<file path="config.mk">
export PLATFORM = sky130hd
export DESIGN_NAME = vscale_mem_arbiter
export DESIGN_NICKNAME = d
export VERILOG_FILES = /design/src/rtl/vscale_mem_arbiter.sv
export SDC_FILE = /design/constraint.sdc
export NUM_CORES = 1
export LEC_CHECK = 0
export ABC_AREA = 1
export CAP_MARGIN = 15
export CORE_AREA = 2 2 107 109
export DETAILED_ROUTE_END_ITERATION = 12
export DIE_AREA = 0 0 109 111
export DONT_BUFFER_PORTS = 1
export PLACE_DENSITY = 0.33
export SYNTH_ARGS = -nofsm -noshare
export SYNTH_HDL_FRONTEND = slang
export SYNTH_SLANG_ARGS = --single-unit
</file>
<file path="constraint.sdc">
create_clock -name clk -period 1.5 [get_ports clk]
set_input_delay 0.075 -clock clk [delete_from_list [all_inputs] [get_ports clk]]
set_output_delay 0.075 -clock clk [all_outputs]
set_load 0.05 [all_outputs]
</file>
<file path="src/rtl/vscale_mem_arbiter.sv">
// Fixed-priority imem/dmem arbiter onto one pipelined memory port.
// Optional imem anti-starvation: define VSCALE_MEM_ARB_FAIR_EN.
module vscale_mem_arbiter #(
  parameter int STARVE_LIMIT = 3
) (
  input  logic        clk,
  input  logic        reset,
  input  logic        imem_req,
  input  logic [31:0] imem_addr,
  output logic        imem_wait,
  output logic [31:0] imem_rdata,
  output logic        imem_badmem_e,
  input  logic        dmem_en,
  input  logic        dmem_wen,
  input  logic [2:0]  dmem_size,
  input  logic [31:0] dmem_addr,
  input  logic [31:0] dmem_wdata_delayed,
  output logic        dmem_wait,
  output logic [31:0] dmem_rdata,
  output logic        dmem_badmem_e,
  output logic        mem_en,
  output logic        mem_wen,
  output logic [2:0]  mem_size,
  output logic [31:0] mem_addr,
  output logic [31:0] mem_wdata,
  input  logic [31:0] mem_rdata,
  input  logic        mem_wait,
  input  logic        mem_badmem_e
);

  typedef enum logic [1:0] {
    IDLE,
    IMEM,
    DMEM
  } owner_t;

  owner_t dp_owner;
  owner_t dp_owner_next;
  logic   accept;
  logic   grant_i;
  logic   grant_d;
  logic   force_i;

  assign accept = ~reset & ~((dp_owner != IDLE) & mem_wait);

`ifdef VSCALE_MEM_ARB_FAIR_EN
  localparam int CW = (STARVE_LIMIT > 0) ? $clog2(STARVE_LIMIT + 1) : 1;

  logic [CW-1:0] starve;

  // Counter only moves on accepted cycles, so it freezes across stalls.
  assign force_i = accept & imem_req & dmem_en
                 & (starve == CW'(STARVE_LIMIT));

  always_ff @(posedge clk) begin
    if (reset) begin
      starve <= '0;
    end else if (accept) begin
      if (grant_i || !imem_req) begin
        starve <= '0;
      end else if (dmem_en) begin
        starve <= starve + 1'b1;
      end
    end
  end
`else
  logic unused_limit;

  assign unused_limit = ^STARVE_LIMIT;
  assign force_i = 1'b0;
`endif

  assign grant_d = accept & dmem_en & ~force_i;
  assign grant_i = accept & imem_req & (~dmem_en | force_i);

  always_ff @(posedge clk) begin
    if (reset) begin
      dp_owner <= IDLE;
    end else begin
      dp_owner <= dp_owner_next;
    end
  end

  always_comb begin
    dp_owner_next = dp_owner;
    mem_en        = 1'b0;
    mem_wen       = 1'b0;
    mem_size      = 3'd0;
    mem_addr      = 32'd0;
    mem_wdata     = 32'd0;
    imem_wait     = 1'b0;
    dmem_wait     = 1'b0;
    imem_rdata    = 32'd0;
    dmem_rdata    = 32'd0;
    imem_badmem_e = 1'b0;
    dmem_badmem_e = 1'b0;
    if (!reset) begin
      unique case (1'b1)
        grant_d: begin
          mem_en   = 1'b1;
          mem_wen  = dmem_wen;
          mem_size = dmem_size;
          mem_addr = dmem_addr;
        end
        grant_i: begin
          mem_en   = 1'b1;
          mem_size = 3'd2;
          mem_addr = imem_addr;
        end
        default: ;
      endcase
      if (accept) begin
        unique case (1'b1)
          grant_d: dp_owner_next = DMEM;
          grant_i: dp_owner_next = IMEM;
          default: dp_owner_next = IDLE;
        endcase
      end
      imem_wait = (imem_req & ~grant_i)
                | ((dp_owner == IMEM) & mem_wait);
      dmem_wait = (dmem_en & ~grant_d)
                | ((dp_owner == DMEM) & mem_wait);
      imem_rdata    = mem_rdata;
      dmem_rdata    = mem_rdata;
      imem_badmem_e = (dp_owner == IMEM) & mem_badmem_e;
      dmem_badmem_e = (dp_owner == DMEM) & mem_badmem_e;
      if (dp_owner == DMEM) begin
        mem_wdata = dmem_wdata_delayed;
      end
    end
  end

endmodule

</file>
* After elaboration in Yosys (flattened, before gate mapping)
Cells that the tools add are included. Widths: inputs -> output; s select.
Storage, ports and cells: logic and storage cells 39, bits in registers 2, bits of input ports 138, output and inout bits 137
Cells by class: multiplexer cells 16, eq/ne operators 2, bitwise logic cells 18, reductions and logical operators 2
Operators with widths (number):
- $mux 32 | 4
- $pmux 32 s2 | 1
- $and 1x1->1 | 11
- $mux 1 | 8
- $pmux 3 s2 | 1
- $not 1->1 | 5
- $pmux 2 s2 | 1
- $mux 3 | 1
- $eq 2x1->1 const B | 1
- $eq 2x2->1 const B | 1
- $or 1x1->1 | 2
- $reduce_bool 2->1 | 1
- $reduce_or 2->1 | 1

* Depth between registers and ports, before layout
Gate-level depths: netlist of the first run.
word-level depth 10, depth in mapped cells 6, gate-level depth less buffers 5

* Worst setup path after synthesis of the first run
OpenSTA, ideal clock, no wires.
path type register to output, start register dp_owner[0], end output imem_badmem_e, path buffers 0, arrival time 1.882 ns, required time 1.425 ns, path slack -0.457 ns, cell stages (with the launch flop) 3, cells stage by stage dfxtp_1 inv_1 nor4_1
Between the ends: longest elaborated chain between the ends 3
RTL lines:
- start: declaration | line 37 | owner_t dp_owner;
- start signal: assignment | line 80 | dp_owner <= dp_owner_next;
- $eq 2x1->1 | line 125 | imem_badmem_e = (dp_owner == IMEM) & mem_badmem_e;
- $and 1x1->1 | line 125
- $mux 1 | line 97 | if (!reset) begin
- end: declaration | line 12 | output logic imem_badmem_e,
Every way passes these cells.

* Final worst setup path of the first run
start register dp_owner[0], end output mem_size[2]
Between the ends: longest elaborated chain between the ends 8, elaborated cells between the ends (all ways) 9, those cells by class mux: 2; bitwise: 6; reduce/logical: 1
RTL lines:
- $reduce_bool 2->1 * | line 44 | assign accept = ~reset & ~((dp_owner != IDLE) & mem_wait);
- $and 1x1->1 * | line 44
- $not 1->1 * | line 44
- $and 1x1->1 * | line 44
- $and 1x1->1 (2 in series) | line 74 | assign grant_i = accept & imem_req & (~dmem_en | force_i);
- $pmux 3 s2 * | line 98 | unique case (1'b1)
- $mux 3 * | line 97
- end: declaration | line 23 | output logic [2:0] mem_size,
Every way passes the cells marked *; elsewhere a longest branch is shown, timed or not.

==> results.sh, run 1 <==
export IMPL_postSynthRegisterBits=2
export IMPL_pin_count=275
export IMPL_design_core_area_sq_um=11100
export IMPL_pre_cts_ws_ns=0.116
export IMPL_routed_wl_mm=6.68
export IMPL_async_flop_share_pct=0
export IMPL_setup_total_negative_slack_ns=-0.263
export IMPL_antenna_violations_before_repair=0
export IMPL_mapped_cells=305
export IMPL_netlist_top_cell_by_area="inv_1"
export IMPL_average_vias_per_placed_instance=3.99
export IMPL_number_of_max_slew_violations_in_the_final_report=0
export IMPL_clock_latency_ns=0.22
export IMPL_period_share_pct=103
export IMPL_synth_cell_type_count=20
export IMPL_clock_tree_root_cell="clkbuf_16"
export IMPL_share_of_cells_above_drive_strength_1_pct=64.3
export IMPL_fin_skew_ns=0.00109
export IMPL_max_cap_violations=0
export IMPL_powerDensity_nw_per_um2=593
export IMPL_maximum_count_of_clock_buffers_along_a_single_path=2
export IMPL_grt_pass1_wl_mm=9.36
export IMPL_area_growth_from_synthesis_to_final_layout_pct=117
export IMPL_floorplan_initialDensity_pct=13.9
export IMPL_design_die_area_sq_um=12100
export IMPL_portBuffers=0
export IMPL_cts_made_buffers=3
export IMPL_synth_avg_cell_area_sq_um=5.04
export IMPL_track_usage_pct=9.87
export IMPL_crit_arrival_ns=1.47
export IMPL_unrepaired_setup_endpoints_after_global_routing="yes"
export IMPL_htree_levels=1
export IMPL_first_global_vias=1965
export IMPL_max_flop_register="dp_owner"
export IMPL_finish_utilization_pct=30.1
export IMPL_finalHoldViolations=1
export IMPL_cp_data_required_time_ns=1.42
export IMPL_grt_remaining_overflow=0
export IMPL_synth_top_area_share_pct=17.6
export IMPL_timing_critical_path_fanout_max=8
export IMPL_synthesis_nets=443
export IMPL_dominantRegCellSynth="dfxtp_1"
export IMPL_maximum_number_of_pins_on_one_net_before_global_route_repair=39
export IMPL_maximum_vdd_ir_drop_uv=284
export IMPL_die_x_um=109
export IMPL_period_needed_ns=1.54
export IMPL_hold_class="in2reg"
export IMPL_fin_ws_ns=-0.0410
export IMPL_reg_top3="dp_owner (2)"
export IMPL_drt_antenna_violating_nets=0
export IMPL_synthMostInstantiatedCell="inv_1"
export IMPL_final_weighted_congestion_in_routability_driven_placement=0.706
export IMPL_fin_total_pwr_mw=1.98
export IMPL_violations="hold timing, setup timing"
export IMPL_largest_register_ffs=2
export IMPL_cts_tree="yes"
export IMPL_place_detailed_hpwl_mm=5.45
export IMPL_run_status="finished, violations left"
export IMPL_synth_commonest_cells="inv_1 (72), nand2_1 (70), nor2_1 (69), buf_4 (32), nand3_1 (23)"
export IMPL_end_kind="output pin"
export IMPL_dr_total_vias=2125
export IMPL_max_slew_worst_pin_slew_ns=0.299
export IMPL_timing_limited_maximum_frequency_mhz=649
export IMPL_post_drt_wl_per_cell_um=12.6
export IMPL_timing_hold_ws_ns=-0.0431
export IMPL_core_rowCount=39
export IMPL_ys_warn_count=0
export IMPL_final_routed_drc_violation_total=0
export IMPL_dp_cells=521
export IMPL_final_instance_count_excl_fill=532
export IMPL_synth_enable_flop_cells=0
export IMPL_clkSlewWorstSetupHoldPaths_ns=0.03
export IMPL_first_pass_iters=5
export IMPL_leakage_nw=1.78
export IMPL_die_y_um=111
export IMPL_number_of_violations_reported_at_the_end_of_detailed_routing_iteration_0=60
export IMPL_worst_setup_path_start_kind="register"
export IMPL_yosys_top_cells_area="inv_1 (18%), nand2_1 (17%), nor2_1 (17%)"
export IMPL_worst_setup_path_class="reg2out"
export IMPL_timing_final_setup_violations=26
export IMPL_num_antenna_cells=0
export IMPL_syn_cell_area_sq_um=1540
export IMPL_cts_num_sinks=2
export IMPL_synth_seq_area_share_pct=2.60
export IMPL_worst_slew_margin_rel_pct=80.2
export IMPL_layout_nets=529
-- worst max-delay path: stages (launching register included) --
cell and delay [ns]:
dfxtp_2 0.31, nand2_2 0.08, nand3_4 0.14, nor2_8 0.14, buf_12 0.15, clkinvlp_4 0.13
nor2_2 0.12, buf_6 0.17
-- layout by cell type (no fill, tap or decap), drive strengths merged --
cell type / synthesis / final
buf: 46 / 128
inv: 73 / 72
nor2: 71 / 71
nand2: 70 / 70
nand3: 34 / 34
clkbuf: 2 / 4
a21oi: 3 / 3
dfxtp: 2 / 2
clkinvlp: 0 / 1
a221oi: 1 / 1
nor4: 1 / 1
o21bai: 1 / 1
o21ai: 1 / 1
-- kinds of logic after synthesis --
| logic type | share of synthesized area [%] |
|---|---|
| AOI/OAI and AO/OA | 2.36 |
| buffers and inverters | 43.0 |
| and+or+nand+nor | 52.1 |
| DFF | 2.60 |
-- metal layers --
layer,global-route usage (%),share of wire [%],up-vias
met1,8.44,29,939
met2,20.4,57,167
met3,3.23,12,10
met4,3.16,1.5,0
met5,0,0,-
li1,-,-,1009
-- worst paths after layout --
kind                                 start                  endpoint  slack [ns]  cells after the start
setup / recovery  dp_owner[0]$_SDFFE_PP0N_               mem_size[2]       -0.04                      7
hold reg to reg   dp_owner[1]$_SDFFE_PP0N_  dp_owner[1]$_SDFFE_PP0N_        0.61                      3
setup reg to reg  dp_owner[0]$_SDFFE_PP0N_  dp_owner[1]$_SDFFE_PP0N_        0.13                      8
hold / removal                       reset  dp_owner[0]$_SDFFE_PP0N_       -0.04                      1
-- metrics by stage --
stage | hold WS (ns) | area (sq um)
2_1_floorplan | 0.305 | 1580
3_3_place_gp | 0.153 | 2790
3_5_place_dp | 0.154 | 2790
4_1_cts | -0.0841 | 3090
5_1_grt | -0.0526 | 3340
6_report | -0.0431 | 3340
-- what timing repair did --
action,in CTS,in global routing
endpoints found under the setup margin,36,57
pin swaps,11,10
gates cloned,2,1
endpoints found under the hold margin,2,2
gates resized for setup,45,69
buffers inserted,4,2
-- area by class of cell --
type / count / area, sq um
clock buffers: 3 / 75.1
fillers: 1171 / 7740
inverters: 73 / 278
multi-input cells: 182 / 1170
flip-flops and latches: 2 / 42.5
well taps: 143 / 179
repair buffers: 129 / 1590
-- where the power goes --
group | internal (mW) | switching [mW]
combinational | 0.515 | 1.00
clock | 0.339 | 0.0631
sequential | 0.0578 | 0.00294
total | 0.912 | 1.07
Power figures use the tool's default switching activity.
==> inputs of run 2 (changes only) <==
Settings changed: ABC_AREA 1 to 0, CELL_PAD_IN_SITES_DETAIL_PLACEMENT set to 1, CELL_PAD_IN_SITES_GLOBAL_PLACEMENT set to 2, CORE_AREA 2 2 107 109 to 2 2 106 108, DIE_AREA 0 0 109 111 to 0 0 108 110, PLACE_DENSITY 0.33 to 0.55.
==> results.sh, run 2 <==
export IMPL_pre_cts_ws_ns=0.163
export IMPL_grt_pass1_wl_mm=9.80
export IMPL_fin_skew_ns=0.00131
export IMPL_cts_num_sinks=2
export IMPL_max_slew_worst_pin_slew_ns=0.349
export IMPL_clock_latency_ns=0.21
export IMPL_period_share_pct=101
export IMPL_fin_ws_ns=-0.00792
export IMPL_mostFrequentLayoutCell="buf_4"
export IMPL_drt_antenna_violating_nets=0
export IMPL_synth_avg_cell_area_sq_um=6.42
export IMPL_maximum_count_of_clock_buffers_along_a_single_path=2
export IMPL_cp_data_required_time_ns=1.42
export IMPL_whs_path_depth=2
export IMPL_number_of_max_slew_violations_in_the_final_report=0
export IMPL_timing_critical_path_fanout_max=5
export IMPL_violations="setup timing"
export IMPL_core_rowCount=38
export IMPL_average_vias_per_placed_instance=4.12
export IMPL_uppermost_layer_routed="met4"
export IMPL_synth_top_area_share_pct=19.7
export IMPL_largest_register_ffs=2
export IMPL_worst_setup_path_start_kind="register"
export IMPL_final_instance_count_excl_fill=420
export IMPL_die_y_um=110
export IMPL_most_common_layout_cells="buf_4 (75), nor2_1 (39), buf_12 (34)"
export IMPL_dr_total_vias=1731
export IMPL_maximum_vdd_ir_drop_uv=171
export IMPL_layout_area_seq_sq_um=42.5
export IMPL_hold_class="in2reg"
export IMPL_leakage_nw=1.21
export IMPL_die_x_um=108
export IMPL_post_drt_wl_per_cell_um=17.8
export IMPL_maximum_number_of_pins_on_one_net_before_global_route_repair=42
export IMPL_grt_remaining_overflow=0
export IMPL_reg_top3="dp_owner (2)"
export IMPL_htree_levels=1
export IMPL_track_usage_pct=10.9
export IMPL_run_status="finished, violations left"
export IMPL_place_detailed_hpwl_mm=6.24
export IMPL_portBuffers=0
export IMPL_postSynthRegisterBits=2
export IMPL_ys_warn_count=0
export IMPL_first_global_vias=1726
export IMPL_synthesis_nets=346
export IMPL_unrepaired_setup_endpoints_after_global_routing="yes"
export IMPL_timing_hold_ws_ns=0.0285
export IMPL_design_die_area_sq_um=11900
export IMPL_timing_final_setup_violations=2
export IMPL_met3_wirelength_um=816
export IMPL_max_cap_violations=0
export IMPL_clock_tree_root_cell="clkbuf_8"
export IMPL_design_core_area_sq_um=10700
export IMPL_finalHoldViolations=0
export IMPL_dominantRegCellSynth="dfxtp_1"
export IMPL_syn_cell_area_sq_um=1340
export IMPL_cts_made_buffers=3
export IMPL_synth_seq_area_share_pct=3.00
export IMPL_area_growth_from_synthesis_to_final_layout_pct=104
export IMPL_clkSlewWorstSetupHoldPaths_ns=0.03
export IMPL_layout_nets=419
export IMPL_floorplan_initialDensity_pct=12.5
export IMPL_worst_slew_margin_rel_pct=76.8
export IMPL_max_flop_register="dp_owner"
export IMPL_powerDensity_nw_per_um2=557
export IMPL_yosys_top_cells_area="buf_4 (20%), a22oi_1 (19%), and2_1 (15%)"
export IMPL_synth_enable_flop_cells=0
export IMPL_first_pass_iters=3
export IMPL_dp_cells=408
export IMPL_netlist_top_cell_by_area="buf_4"
export IMPL_multi_input_gate_area_sq_um=1090
export IMPL_worst_setup_path_class="reg2out"
export IMPL_synthMostInstantiatedCell="nor2_1"
export IMPL_depth_of_the_most_critical_reg_to_reg_path=3
export IMPL_timing_limited_maximum_frequency_mhz=663
export IMPL_synth_cell_type_count=19
export IMPL_synth_commonest_cells="nor2_1 (39), buf_4 (35), a22oi_1 (33), and2_1 (33), nor2b_1 (33)"
export IMPL_async_flop_share_pct=0
export IMPL_cts_tree="yes"
export IMPL_end_kind="output pin"
export IMPL_final_routed_drc_violation_total=0
export IMPL_crit_arrival_ns=1.43
export IMPL_number_of_violations_reported_at_the_end_of_detailed_routing_iteration_0=43
export IMPL_fillers=1284
export IMPL_routed_wl_mm=7.47
export IMPL_share_of_cells_above_drive_strength_1_pct=69.2
export IMPL_met2_length_mm=4.45
export IMPL_final_weighted_congestion_in_routability_driven_placement=0.801
export IMPL_pin_count=275
export IMPL_period_needed_ns=1.51
export IMPL_finish_utilization_pct=25.5
export IMPL_mapped_cells=208
export IMPL_routedLengthMet1_mm=2.09
export IMPL_antenna_violations_before_repair=1
## run 2: cell count changes after synthesis, moves of 3 or more
cell / delta
a22oi_1: +33
nand3_2: -10
buf_4: +3
inv_1: -72
nand2_1: -63
and2_1: +33
nor2_1: -30
nand3_1: -23
nor2b_1: +33
## run 2: layout make-up
class | instances | area share [%]
Timing Repair Buffer | 119 | 50.4
Sequential cell | 2 | 1.56
Multi-Input combinational cell | 155 | 40.0
Antenna cell | 1 | 0.0919
Clock buffer | 3 | 1.52
Tap cell | 140 | 6.43
## run 2: kinds of logic after synthesis
kind of cell / Yosys count / share of synthesized area [%]
flip-flops: 2 / 3.00
multiplexers: 2 / 1.59
buffers and inverters: 51 / 28.2
AND/OR/NAND/NOR: 116 / 47.2
AO/OA/AOI/OAI: 37 / 20.0
## run 2: through the flow
step	area (sq um)	total power [mW]	TNS (ns)
floorplan	1390	1.02	-2.89
global placement	2480	1.24	0
detailed placement	2480	1.26	0
CTS	2660	1.52	-0.347
global route	2720	1.58	-1.16
finish	2720	1.52	-0.00971
## run 2: per-layer routing
| metal | vias up | global-route usage (%) |
|---|---|---|
| met2 | 162 | 23.4 |
| met1 | 767 | 9.47 |
| li1 | 794 | - |
| met5 | - | 0 |
| met3 | 8 | 3.00 |
| met4 | 0 | 3.48 |
## run 2: worst paths after layout
check | to | from | slack, ns
setup reg to reg | dp_owner[0]$_SDFFE_PP0N_ | dp_owner[1]$_SDFFE_PP0N_ | 0.81
hold reg to reg | dp_owner[0]$_SDFFE_PP0N_ | dp_owner[0]$_SDFFE_PP0N_ | 0.52
setup / recovery | mem_wdata[7] | dp_owner[0]$_SDFFE_PP0N_ | -0.008
hold / removal | dp_owner[1]$_SDFFE_PP0N_ | dmem_en | 0.03
## run 2: what timing repair did
item	in CTS	in global routing
endpoints found under the setup margin	22	48
pin swaps	1	22
hold buffers	1	0
buffers inserted	2	1
gates cloned	3	1
gates resized for setup	37	9
hold endpoints to repair	2	0
## run 2: critical path, cell delays in order, from the launching register on
cell and delay, ns:
dfxtp_2 0.32, buf_6 0.12, nor3b_4 0.21, buf_6 0.16
clkbuf_16 0.14, and2_4 0.14, buf_12 0.13
## run 2: where the power goes
| part | switching [mW] | internal [mW] | total [mW] |
|---|---|---|---|
| combinational | 0.839 | 0.403 | 1.24 |
| clock | 0.0418 | 0.170 | 0.211 |
| sequential | 0.00442 | 0.0579 | 0.0623 |
